<file path="src/rtl/relu_backward_unit.sv">
// Backward ReLU gradient gate: forward samples push a positivity mask bit into a FIFO, and
// backward gradients pop it, passing the gradient (mask=1) or zero through a 1-deep output register.
module relu_backward_unit #(
  parameter int DATA_W = 32,
  parameter int DEPTH  = 64
) (
  input  logic                     clk,
  input  logic                     rst,
  input  logic                     clear,
  input  logic                     fwd_valid,
  output logic                     fwd_ready,
  input  logic signed [DATA_W-1:0] fwd_data,
  input  logic                     bwd_valid,
  output logic                     bwd_ready,
  input  logic signed [DATA_W-1:0] bwd_grad,
  output logic                     out_valid,
  input  logic                     out_ready,
  output logic signed [DATA_W-1:0] out_grad,
  output logic [$clog2(DEPTH):0]   mask_count
);
  localparam int AW = $clog2(DEPTH);
  localparam int CW = AW + 1;
  localparam logic [CW-1:0] FULL_CNT = CW'(DEPTH);

  // Signed compare: zero and every negative value (including the most negative) give 0.
  function automatic logic relu_mask(input logic signed [DATA_W-1:0] v);
    return v > $signed({DATA_W{1'b0}});
  endfunction

  logic                     mask_mem_q [DEPTH];
  logic [AW-1:0]            wr_ptr_q, wr_ptr_d;
  logic [AW-1:0]            rd_ptr_q, rd_ptr_d;
  logic [CW-1:0]            count_q, count_d;
  logic                     out_valid_q, out_valid_d;
  logic signed [DATA_W-1:0] out_grad_q, out_grad_d;
  logic                     push, pop, pop_mask, mask_wr;

  assign fwd_ready  = count_q < FULL_CNT;
  assign bwd_ready  = (count_q != '0) && (!out_valid_q || out_ready);
  assign push       = fwd_valid && fwd_ready && !clear;
  assign pop        = bwd_valid && bwd_ready && !clear;
  assign pop_mask   = mask_mem_q[rd_ptr_q];
  assign mask_wr    = relu_mask(fwd_data);
  assign out_valid  = out_valid_q;
  assign out_grad   = out_grad_q;
  assign mask_count = count_q;

  always_comb begin
    wr_ptr_d    = wr_ptr_q;
    rd_ptr_d    = rd_ptr_q;
    count_d     = count_q;
    out_valid_d = out_valid_q;
    out_grad_d  = out_grad_q;
    if (clear) begin
      wr_ptr_d    = '0;
      rd_ptr_d    = '0;
      count_d     = '0;
      out_valid_d = 1'b0;
    end else begin
      if (push) wr_ptr_d = wr_ptr_q + AW'(1);
      if (pop)  rd_ptr_d = rd_ptr_q + AW'(1);
      case ({push, pop})
        2'b10:   count_d = count_q + CW'(1);
        2'b01:   count_d = count_q - CW'(1);
        default: count_d = count_q;
      endcase
      // A new pop reloads the register; otherwise an accepted word empties it.
      if (pop) begin
        out_valid_d = 1'b1;
        out_grad_d  = pop_mask ? bwd_grad : '0;
      end else if (out_ready) begin
        out_valid_d = 1'b0;
      end
    end
  end

  always_ff @(posedge clk or posedge rst) begin
    if (rst) begin
      wr_ptr_q    <= '0;
      rd_ptr_q    <= '0;
      count_q     <= '0;
      out_valid_q <= 1'b0;
      out_grad_q  <= '0;
    end else begin
      wr_ptr_q    <= wr_ptr_d;
      rd_ptr_q    <= rd_ptr_d;
      count_q     <= count_d;
      out_valid_q <= out_valid_d;
      out_grad_q  <= out_grad_d;
    end
  end

  // Mask storage is only read behind the count, so it needs no reset.
  always_ff @(posedge clk) begin
    if (push) mask_mem_q[wr_ptr_q] <= mask_wr;
  end

endmodule

</file>
<file path="config.mk">
export PLATFORM = sky130hd
export DESIGN_NAME = relu_backward_unit
export DESIGN_NICKNAME = d
export VERILOG_FILES = /design/src/rtl/relu_backward_unit.sv
export SDC_FILE = /design/constraint.sdc
export NUM_CORES = 1
export LEC_CHECK = 0
export CAP_MARGIN = 20
export CORE_MARGIN = 2
export CORE_UTILIZATION = 45
export DETAILED_ROUTE_END_ITERATION = 16
export GPL_TIMING_DRIVEN = 0
export PLACE_DENSITY = 0.71
export SYNTH_ARGS = -nofsm -noshare
export SYNTH_HDL_FRONTEND = slang
export SYNTH_SLANG_ARGS = --single-unit
export TNS_END_PERCENT = 100
</file>
<file path="constraint.sdc">
create_clock -name clk -period 4.1 [get_ports clk]
set_input_delay 1.23 -clock clk [delete_from_list [all_inputs] [get_ports clk]]
set_output_delay 1.23 -clock clk [all_outputs]
set_load 0.02 [all_outputs]
</file>
==> results by group, run 1 <==
Drt
  • DRT antenna net count: 0
  • Vias: 4163
  • Wire per inst: 16.2 µm
  • Iter 0 DRT Violations: 298
  • DR vias/cell: 5.27
  • WL final: 12.8 mm
  • DRT Pass-1 Iters: 5
  • Residual DRC count: 0

Clock tree
  • Hold-fix buffers, CTS: 0
  • Root buf cell: clkbuf_16
  • Setup Fix Bufs, Post-CTS: 0
  • CTS Buffer Depth: 2
  • Number of buffers created by CTS: 17
  • Clock sink total: 116
  • TritonCTS clock tree: done
  • CTS clk-pin slew, worst paths: 50 ps
  • H-tree levels: 4
  • Clock Latency Late Sink: 410 ps

Place
  • DP HPWL: 8.78 mm
  • PortBufs: 111
  • Placed cell count: 758
  • Routability Congestion: 0.849

Power
  • Power density of the placed cells: 625 nW/µm²
  • VDD IR max: 394 µV
  • Leak: 2.81 nW

Finish
  • # nets final: 687
  • Filler cells: 948
  • Multi-input gate area: 2150 µm²
  • ANT cells: 0
  • Non-Filler Instances: 790
  • Area growth syn-to-layout: 36.5%
  • Layout cells sized above 1: 16.1%
  • Register area: 3220 µm²

Die
  • Die span in y: 115 µm
  • Row count: 40
  • Initial Util: 46.1%
  • Die W: 115 µm
  • Die ar.: 13300 µm²
  • I/O pin total: 112
  • Core footprint: 12100 µm²

Synthesis
  • Primary FF master, synth: edfxtp_1
  • Largest family of logic cells by synthesized area: simple AND/OR/NAND/NOR gates
  • Syn Std Cell Area: 5560 µm²
  • Largest cells by area after synthesis: edfxtp_1, dfrtp_1, nor2_1, nand2_1, o21ai_2
  • Synthesized instance count: 477
  • Top-area cell type share of the netlist area: 34.5%
  • Post-synth EDFFs: 64
  • Area leader, netlist: edfxtp_1
  • Synthesized Nets: 555
  • YS warnings: 0
  • Synth cell types: 49
  • Post-Synth XOR/XNOR Area: 1.89%
  • Most frequent cell after synthesis: nor2_1
  • Mux contribution to synthesized area: 7.24%
  • Fraction of registers with async set/reset: 44.8%
  • Simple-Gate Fraction of Synth Area: 16.8%
  • Avg Inst Size Synth: 11.7 µm²
  • Compound-Gate Fraction of Synth Area: 10.3%
  • Post-synthesis adder-cell area fraction: 1.93%
  • Register bit total from synthesis: 116
  • Sequential share of the synthesized area: 57.9%
  • Most frequent cells after synthesis: nor2_1, nand2_1, edfxtp_1

GRT
  • Number of global-route vias before repair: 4256
  • GRT Resource Usage Total: 20.7%
  • First-pass GRT wire length: 20.8 mm
  • Grt total ovfl: 0
  • Largest net degree at the start of global routing: 57
  • Initial antenna violation count: 0

Timing
  • Slew @ Worst Pin: 585 ps
  • # setup viols final: 0
  • Hold Vio Cnt, Final: 0
  • Post-Route Skew: 6.21 ps
  • RSZ-0062 raised after global routing: no
  • Fin. max-slew vios: 0
  • Minimum clock period: 3930 ps
  • Worst slew margin: 61.0%
  • Fmax: 254 MHz
  • Final setup TNS: 0 ps
  • Final period util: 95.9%

Outcome
  • Status: finished, final reports clean

Min path
  • Hold Path Class: reg -> reg

Setup path
  • Worst setup EP type: flip-flop
  • Crit path required time: 4370 ps
  • Worst Path Max Fanout: 10
  • Critical Setup Path Class: in -> reg
  • Startpoint types: primary input
  • R2R setup slack: 490 ps
  • Critical Path AT: 4200 ps

Job
  • Max_cap viols: 0
state kept, by name, summed over array words and instances, names as in the netlist:
| signal | count |
|---|---|
| wr_ptr_q | 6 |
| out_valid | 1 |
| rd_ptr_q | 6 |
| out_grad | 32 |
| mask_mem_q | 64 |
| mask_count | 7 |
routing by layer:
metal  GRT usage [%]  vias up  wire, µm
met5               0        -         0
met4            8.76        0       232
met3            5.01       17       770
met2            34.4      155      6280
met1            26.1     2023      5480
li1                -     1968         -
final timing paths:
kind                                           start                        end  cells past startpoint
max                                        out_ready  mask_count[6]$_DFFE_PP0P_                     13
min                         out_grad[23]$_DFFE_PP0P_   out_grad[23]$_DFFE_PP0P_                      2
max reg2reg                mask_count[3]$_DFFE_PP0P_  mask_count[6]$_DFFE_PP0P_                     12
min reg2reg                 out_grad[23]$_DFFE_PP0P_   out_grad[23]$_DFFE_PP0P_                      2
max in group asynchronous                        rst    rd_ptr_q[1]$_DFFE_PP0P_                      3
min in group asynchronous                        rst   out_grad[15]$_DFFE_PP0P_                      2
area by class of cell:
type,count,area share [%]
repair buffers,113,15.2
plain buffers,27,2.62
clock buffers,18,5.65
multi-input cells,329,28.4
flip-flops and latches,116,42.4
inverters,5,0.247
well taps,168,2.77
clock inverters,14,2.77
worst max-delay path: stages:
cell             delay (ps)
clkdlybuf4s50_1         460
nand2b_1                180
o211a_4                 220
nand2b_1                 60
buf_4                   160
buf_4                   180
nor2_4                  210
ha_1                    300
a21o_1                  190
a21oi_1                 250
o21bai_1                180
a2111oi_1               470
a2111oi_1               110
metrics by stage:
step | hold WS, ps | worst slack [ps] | total power [mW] | util (%) | cell area (µm²)
floorplan | 565 | 478 | 2.53 | - | 5560
detailed placement | 469 | -420 | 3.17 | 57.5 | 6930
global route | 489 | 9.85 | 4.97 | 63.0 | 7600
global placement | 461 | -716 | 3.12 | 57.1 | 6890
finish | 474 | 168 | 4.75 | 63.0 | 7600
CTS | 481 | 9.37 | 4.76 | 62.8 | 7570
report_power, final:
part	internal [mW]	leakage [nW]	switching (mW)	total [mW]
Clock	1.07	0.306	0.513	1.59
Sequential	1.43	1.26	0.127	1.55
Combinational	0.782	1.24	0.831	1.61
Total	3.28	2.81	1.47	4.75
what timing repair did:
action	4_1_cts	5_1_grt
resized for setup	1	6
setup endpoints to repair	1	1
cloned	0	0
cell families (layout without fill, tap and decap cells):
| logic type | Yosys count | count (layout) |
|---|---|---|
| AO/OA/AOI/OAI | 70 | 70 |
| XOR/XNOR | 12 | 12 |
| adder cells (fa/ha/maj) | 8 | 8 |
| buffers and inverters | 32 | 177 |
| flip-flops | 116 | 116 |
| multiplexers | 23 | 23 |
| AND/OR/NAND/NOR | 216 | 216 |
cells in the final DEF (no fill, tap or decap), types with 6 or more instances in the layout:
cell	instances
clkdlybuf4s50_1	111
nor2_1	85
nand2_1	81
edfxtp_1	64
dfrtp_1	52
o21ai_2	30
clkbuf_16	17
clkbuf_1	12
xnor2_1	9
mux2i_1	8
a21oi_1	8
buf_2	7
mux4_2	7
nor3_1	7
nor4_1	7
ha_1	7
buf_12	6
(Power assumes the default switching activity.)
==> inputs of run 2 (changes only) <==
SLEW_MARGIN = 0   (was unset)
==> results of run 2 <==
Final layout, timing and power as in run 1 (identical DEF).
